**src/rtl/lock_pkg.sv**
```systemverilog
// -----------------------------------------------------------------------------
// lock_pkg
//   Definitions shared by the sequence-detector lock and the code sender:
//   the FSM state encodings of the sender, the factory unlock code and its
//   length, and a helper that sizes counters.
//   No ports (package).
// -----------------------------------------------------------------------------
package lock_pkg;

    // Number of symbols in the factory code.
    localparam int LOCK_CODE_LEN = 6;

    // Factory unlock code, sent MSB first: symbols 0,1,1,0,0,1.
    localparam logic [LOCK_CODE_LEN-1:0] DEFAULT_CODE = 6'b011001;

    // Sender FSM state encodings (3 bits, kept as plain constants so older
    // blocks that compare against raw codes stay compatible).
    typedef logic [2:0] sender_state_t;

    localparam sender_state_t ST_IDLE = 3'd0;
    localparam sender_state_t ST_LRST = 3'd1;
    localparam sender_state_t ST_SEND = 3'd2;
    localparam sender_state_t ST_GAP  = 3'd3;
    localparam sender_state_t ST_WAIT = 3'd4;
    localparam sender_state_t ST_DONE = 3'd5;
    localparam sender_state_t ST_FAIL = 3'd6;

    // Width of a counter sized as $clog2(n), never narrower than one bit.
    function automatic int cnt_width(input int n);
        return (n <= 1) ? 1 : $clog2(n);
    endfunction

endpackage : lock_pkg

```
**src/rtl/lock_delay_timer.sv**
```systemverilog
// -----------------------------------------------------------------------------
// lock_delay_timer
//   Loadable down-counter used to time a fixed number of cycles. A load
//   copies value into the counter; otherwise it counts down and parks at 0.
//   expired is high while the counter reads 0, so loading value = N-1 marks
//   the N-th cycle after the load as the last one.
// Ports
//   clk      in   1      clock, posedge
//   reset    in   1      synchronous, active-high; clears the counter
//   load     in   1      reload the counter from value
//   value    in   WIDTH  reload value
//   expired  out  1      counter is at 0
// -----------------------------------------------------------------------------
module lock_delay_timer
    import lock_pkg::*;
#(
    parameter int WIDTH = 2
) (
    input  logic             clk,
    input  logic             reset,
    input  logic             load,
    input  logic [WIDTH-1:0] value,
    output logic             expired
);

    logic [WIDTH-1:0] count;

    // NOTE: registers are written with non-blocking assignments so every
    // flop samples the pre-edge value of its neighbours.
    always_ff @(posedge clk) begin
        if (reset) begin
            count <= '0;
        end else if (load) begin
            count <= value;
        end else if (count != '0) begin
            count <= count - WIDTH'(1);
        end
    end

    assign expired = (count == '0);

endmodule : lock_delay_timer

```
**src/rtl/lock_code_sender.sv**
```systemverilog
// -----------------------------------------------------------------------------
// lock_code_sender
//   Transmit side of the lock keypad interface. On start it latches a code,
//   resets the lock, replays the code MSB first as one-cycle zero/one pulses
//   separated by GAP idle cycles, then waits up to UNLOCK_WAIT cycles for the
//   lock's unlock line. A timeout retries from the lock reset until
//   MAX_TRIES attempts have been made, after which fail is pulsed.
// Ports
//   clk         in   1         clock, posedge
//   reset       in   1         synchronous, active-high
//   start       in   1         begin transmission, sampled only in IDLE
//   code        in   CODE_LEN  code to send, latched when start is accepted
//   unlock      in   1         unlock feedback from the lock, used in WAIT only
//   zero        out  1         one-cycle pulse, symbol 0
//   one         out  1         one-cycle pulse, symbol 1
//   lock_reset  out  1         one-cycle pulse, returns the lock to its start
//   busy        out  1         attempt sequence in progress
//   done        out  1         one-cycle pulse, lock opened
//   fail        out  1         one-cycle pulse, all attempts used up
// -----------------------------------------------------------------------------
module lock_code_sender
    import lock_pkg::*;
#(
    parameter int CODE_LEN    = LOCK_CODE_LEN,
    parameter int GAP         = 2,
    parameter int UNLOCK_WAIT = 4,
    parameter int MAX_TRIES   = 3
) (
    input  logic                clk,
    input  logic                reset,
    input  logic                start,
    input  logic [CODE_LEN-1:0] code,
    input  logic                unlock,
    output logic                zero,
    output logic                one,
    output logic                lock_reset,
    output logic                busy,
    output logic                done,
    output logic                fail
);

    localparam int IDX_W  = cnt_width(CODE_LEN);
    localparam int GAP_W  = cnt_width(GAP + 1);
    localparam int WAIT_W = cnt_width(UNLOCK_WAIT + 1);
    localparam int TRY_W  = cnt_width(MAX_TRIES + 1);

    // Timers are loaded with N-1 so that they read 0 in the N-th cycle.
    localparam logic [GAP_W-1:0]  GAP_LOAD  = (GAP > 0) ? GAP_W'(GAP - 1) : '0;
    localparam logic [WAIT_W-1:0] WAIT_LOAD = WAIT_W'(UNLOCK_WAIT - 1);
    localparam logic [IDX_W-1:0]  IDX_LAST  = IDX_W'(CODE_LEN - 1);
    localparam logic [TRY_W-1:0]  TRY_MAX   = TRY_W'(MAX_TRIES);

    sender_state_t       state;
    sender_state_t       state_nxt;
    logic [CODE_LEN-1:0] code_q;      // code latched on start, reused on retries
    logic [CODE_LEN-1:0] shreg;       // per-attempt copy, MSB is the next symbol
    logic [CODE_LEN-1:0] shreg_nxt;
    logic [IDX_W-1:0]    idx_q;       // index of the symbol being sent
    logic [TRY_W-1:0]    try_cnt;     // attempt number, 1-based
    logic                gap_load;
    logic                gap_expired;
    logic                wait_load;
    logic                wait_expired;

    // -------------------------------------------------------------------------
    // Cycle timers
    // -------------------------------------------------------------------------
    lock_delay_timer #(
        .WIDTH (GAP_W)
    ) u_gap_timer (
        .clk     (clk),
        .reset   (reset),
        .load    (gap_load),
        .value   (GAP_LOAD),
        .expired (gap_expired)
    );

    lock_delay_timer #(
        .WIDTH (WAIT_W)
    ) u_wait_timer (
        .clk     (clk),
        .reset   (reset),
        .load    (wait_load),
        .value   (WAIT_LOAD),
        .expired (wait_expired)
    );

    // -------------------------------------------------------------------------
    // Next-state logic
    // -------------------------------------------------------------------------
    // NOTE: every signal assigned in always_comb gets a default first, so no
    // path through the case can leave it unassigned and infer a latch.
    always_comb begin
        state_nxt = state;
        case (state)
            ST_IDLE: begin
                if (start) begin
                    state_nxt = ST_LRST;
                end
            end
            ST_LRST: begin
                state_nxt = ST_SEND;
            end
            ST_SEND: begin
                if (idx_q == '0) begin
                    state_nxt = ST_WAIT;
                end else if (GAP == 0) begin
                    state_nxt = ST_SEND;
                end else begin
                    state_nxt = ST_GAP;
                end
            end
            ST_GAP: begin
                if (gap_expired) begin
                    state_nxt = ST_SEND;
                end
            end
            ST_WAIT: begin
                // A sampled unlock wins over a timeout in the same cycle.
                if (unlock) begin
                    state_nxt = ST_DONE;
                end else if (wait_expired) begin
                    state_nxt = (try_cnt < TRY_MAX) ? ST_LRST : ST_FAIL;
                end
            end
            ST_DONE, ST_FAIL: begin
                state_nxt = ST_IDLE;
            end
            default: begin
                state_nxt = ST_IDLE;
            end
        endcase
    end

    // The shift register is refilled from the latched code in LRST, so every
    // retry replays the full code, and it advances once per SEND cycle.
    always_comb begin
        case (state)
            ST_LRST: shreg_nxt = code_q;
            ST_SEND: shreg_nxt = shreg << 1;
            default: shreg_nxt = shreg;
        endcase
    end

    assign gap_load  = (state == ST_SEND) && (state_nxt == ST_GAP);
    assign wait_load = (state == ST_SEND) && (state_nxt == ST_WAIT);

    // -------------------------------------------------------------------------
    // State, counters and registered outputs
    // -------------------------------------------------------------------------
    // Outputs are decoded from the next state so that each pulse appears in
    // the same cycle the FSM occupies the matching state.
    always_ff @(posedge clk) begin
        if (reset) begin
            state      <= ST_IDLE;
            code_q     <= '0;
            shreg      <= '0;
            idx_q      <= '0;
            try_cnt    <= '0;
            zero       <= 1'b0;
            one        <= 1'b0;
            lock_reset <= 1'b0;
            busy       <= 1'b0;
            done       <= 1'b0;
            fail       <= 1'b0;
        end else begin
            state <= state_nxt;
            shreg <= shreg_nxt;

            if ((state == ST_IDLE) && start) begin
                code_q  <= code;
                try_cnt <= TRY_W'(1);
            end else if ((state == ST_WAIT) && (state_nxt == ST_LRST)) begin
                try_cnt <= try_cnt + TRY_W'(1);
            end

            if (state == ST_LRST) begin
                idx_q <= IDX_LAST;
            end else if ((state == ST_SEND) && (idx_q != '0)) begin
                idx_q <= idx_q - IDX_W'(1);
            end

            zero       <= (state_nxt == ST_SEND) && !shreg_nxt[CODE_LEN-1];
            one        <= (state_nxt == ST_SEND) &&  shreg_nxt[CODE_LEN-1];
            lock_reset <= (state_nxt == ST_LRST);
            busy       <= (state_nxt == ST_LRST) || (state_nxt == ST_SEND) ||
                          (state_nxt == ST_GAP)  || (state_nxt == ST_WAIT);
            done       <= (state_nxt == ST_DONE);
            fail       <= (state_nxt == ST_FAIL);
        end
    end

endmodule : lock_code_sender

```
**config.mk**
```make
export PLATFORM = sky130hd
export DESIGN_NAME = lock_code_sender
export DESIGN_NICKNAME = d
export VERILOG_FILES = /design/src/rtl/lock_pkg.sv /design/src/rtl/lock_delay_timer.sv /design/src/rtl/lock_code_sender.sv
export SDC_FILE = /design/constraint.sdc
export NUM_CORES = 1
export LEC_CHECK = 0
export ABC_CLOCK_PERIOD_IN_PS = 4000
export BUFFER_PORTS_ARGS = -buffer_cell sky130_fd_sc_hd__buf_2
export CORE_MARGIN = 1
export CORE_UTILIZATION = 64
export CTS_BUF_LIST = sky130_fd_sc_hd__clkbuf_4
export DETAILED_ROUTE_END_ITERATION = 16
export PLACE_DENSITY = 0.89
export SYNTH_ARGS = -nofsm -noshare
export SYNTH_HDL_FRONTEND = slang
export SYNTH_SLANG_ARGS = --single-unit
```
**constraint.sdc**
```tcl
create_clock -name clk -period 4 [get_ports clk]
set_input_delay 0.4 -clock clk [delete_from_list [all_inputs] [get_ports clk]]
set_output_delay 0.4 -clock clk [all_outputs]
set_load 0.05 [all_outputs]
```
==> results by group <==
STA
  • Tmin final: around 1900 ps
  • Relative slew slack: about 66%
  • Max Slew Vio Count: 0
  • Final setup TNS: 0 ps
  • Number of hold violations in the final report: 0
  • RSZ-0062 raised after global routing: false
  • Clock Skew: 4.964 ps
  • Finish-stage setup viols: 0
  • Worst Max-Slew Pin Slew: slightly above 500 ps
  • Worst hold slack: roughly 300 ps
  • Fmax: around 540 MHz
  • Fin crit share: between 40% and 50%

Critical path
  • Setup crit start kind: flop
  • Setup CP Type: reg -> reg
  • R2r startpoint: state[1]$_SDFF_PP0_
  • Worst R2R Setup Slack: roughly 2100 ps
  • Worst EP arrival: ~2100 ps
  • Crit path max fanout: 12
  • FF-to-FF End: busy$_SDFF_PP0_
  • Worst Path Required: around 4300 ps
  • CP Capture Type: flop
  • Worst setup startpoint: state[1]$_SDFF_PP0_
  • Setup crit end: busy$_SDFF_PP0_
  • R2R depth: 4

Power and ir drop
  • Int Pwr: between 500 and 600 uW
  • Static Leak: roughly 0.64 nW
  • Sequential Power Share: about 45%
  • Total power: 894.2 uW
  • Peak supply drop: approximately 0.47 mV
  • Pwr dens: about 560 nW/um2
  • Net Sw Power: 335.3 uW
  • Sw frac: a little under two fifths
  • Clock group share of total power: 19.0%
  • Comb power frac: between 30% and 40%

Clock tree
  • Clk_lat worst skew: about 330 ps
  • Post-CTS Setup Bufs: 0
  • Post-CTS Resized: 0
  • Root Buffer: clkbuf_4
  • Clock-pin slew on the worst setup and hold paths: ~90 ps
  • CTS buffer count: 5
  • Sink Count: 31
  • Max Root-Sink Buffers: 2
  • Hold Buf Count CTS: 0
  • CTS tree: done
  • H-Tree Depth: 2

Layout
  • Commonest non-fill, non-tap cell in the layout: dfxtp_1
  • Synth-to-Final Area Change: 9.028%
  • Fill cells: ~150
  • Nets: 194
  • Footprint of the multi-input gates: roughly 770 um2
  • Post-route cell area: 1587 um2
  • Sequential Area: about 620 um2
  • # diodes: 0
  • Commonest non-fill, non-tap cells in the layout: dfxtp_1, nand2_1, a21oi_1
  • Layout cells sized above 1: around 17%

Global routing
  • Largest net degree at the start of global routing: 27
  • All-Layer GR Usage: 26.71%
  • Vias in the first global route: between 1000 and 1500
  • GRT overflow: 0
  • Antenna violations before repair: 0
  • First-pass GRT wire length: 4857 um

Floorplanning
  • DIE HEIGHT: roughly 50 um
  • Core ar.: between 2000 and 2500 um2
  • IO Count: 16
  • Die width: about 50 um
  • Row cnt: 16
  • Starting Density: a little under three quarters
  • Die area: approximately 2500 um2

Synth
  • Yosys reg bits: 31
  • Yosys warning total: 0
  • Number of synthesized flops with an enable pin: 0
  • Synth Net Count: 179
  • Synthesized cell area: between 1000 and 1500 um2
  • Async set or reset register ratio after synthesis: 0%
  • Syn avg cell area: slightly below 9 um2
  • Synthesized instance count: 163
  • Register area share after synthesis: between 40% and 50%
  • Post-synthesis cell type count: 40
  • Top_reg_cell synth: dfxtp_1

Route
  • Routed wire length: approximately 2800 um
  • DR vias/cell: between 5 and 6
  • ANT nets after route: 0
  • Routed wire per std cell: 13.57 um
  • DR vias: between 1000 and 1500
  • Initial DRC count: 9
  • TritonRoute pass-1 iters: 4
  • DR DRC count: 0

Placed design
  • Final HPWL DP: 1900 um
  • Placed Area: about 1500 um2
  • GPL Wtd Cong: 0.8646
  • IO buf count: 15

Hold path
  • Hold Startpoint: code[1]
  • Min-delay worst type: in -> reg

Job
  • Max-Cap Viols: 0

Run status
  • Status: finished, final reports clean
-- synthesized netlist by cell type (3+ instances only) --
master	count	area, um2
o21ai_0	3	15.01
mux2i_1	4	40.04
nand2_1	23	86.33
a21oi_1	20	100.1
nand2b_1	3	18.77
ha_1	6	75.07
nor2_1	13	48.80
nor3_1	4	20.02
clkbuf_1	4	15.01
a22oi_1	4	30.03
inv_1	9	33.78
dfxtp_1	31	620.6
buf_2	3	15.01
nor2b_1	6	37.54
xnor2_1	3	26.28
-- metal layers --
| metal | vias up | GRT usage, % | part of all wire [%] |
|---|---|---|---|
| li1 | 594 | - | - |
| met1 | 553 | 26.97 | 42 |
| met2 | 31 | 48.87 | 51 |
| met3 | 7 | 8.642 | 5.0 |
| met4 | 0 | 12.38 | 2.1 |
| met5 | - | 0 | 0 |
-- layout make-up --
cell class | instances | share of cell area [%]
sequential | 31 | 39.12
clock inverter | 3 | 0.9464
multi-input combinational | 116 | 48.58
tap | 27 | 2.129
inverter | 9 | 2.129
clock buffer | 5 | 2.366
timing repair buffer | 15 | 4.732
-- how the worst min path moves through the flow --
stage	end	slack, ps	cells after the start
6_report	code_q[1]$_SDFFE_PP0P_	290	3
5_1_grt	code_q[4]$_SDFFE_PP0P_	290	3
4_1_cts	code_q[3]$_SDFFE_PP0P_	280	3
3_5_place_dp	shreg[2]$_SDFFE_PP0P_	450	2
3_3_place_gp	code_q[1]$_SDFFE_PP0P_	440	2
2_1_floorplan	code_q[1]$_SDFFE_PP0P_	440	2
-- state kept, by name, indices dropped and copies added (netlist names) --
| name | cells |
|---|---|
| idx_q | 3 |
| fail | 1 |
| shreg | 6 |
| code_q | 6 |
| state | 3 |
| busy | 1 |
| done | 1 |
| try_cnt | 2 |
| lock_reset | 1 |
| one | 1 |
| u_gap_timer.count | 2 |
| zero | 1 |
| u_wait_timer.count | 3 |
-- cells by family after synthesis --
family          count (synthesis)  synth area share [%]
flops                          31                 42.65
xor+xnor                        4                 2.408
buf+inv                        16                 4.384
simple gates                   64                 25.28
mux                             4                 2.752
fa+ha+maj                       6                 5.159
compound gates                 38                 17.37
-- power by group through the flow --
stage | sequential [mW] | clock (mW) | combinational, mW
finish | 0.402 | 0.170 | 0.322
global placement | 0.403 | 0 | 0.301
floorplan | 0.416 | 0 | 0.249
CTS | 0.401 | 0.177 | 0.322
detailed placement | 0.408 | 0 | 0.317
global route | 0.409 | 0.187 | 0.366
-- metrics by stage --
stage / instances / worst slack [ps] / util [%]
2_1_floorplan: 163 / 2419 / -
3_3_place_gp: 198 / 2255 / 75.12
3_5_place_dp: 198 / 2182 / 75.12
4_1_cts: 206 / 2145 / 77.70
5_1_grt: 206 / 2004 / 77.70
6_report: 206 / 2133 / 77.70
-- critical path: stages, from the launching register on --
cell and delay (ps):
dfxtp_1 610, nor3b_4 500, a22oi_2 150, or3_4 410, mux2i_1 130
Power figures use the tool's default switching activity.
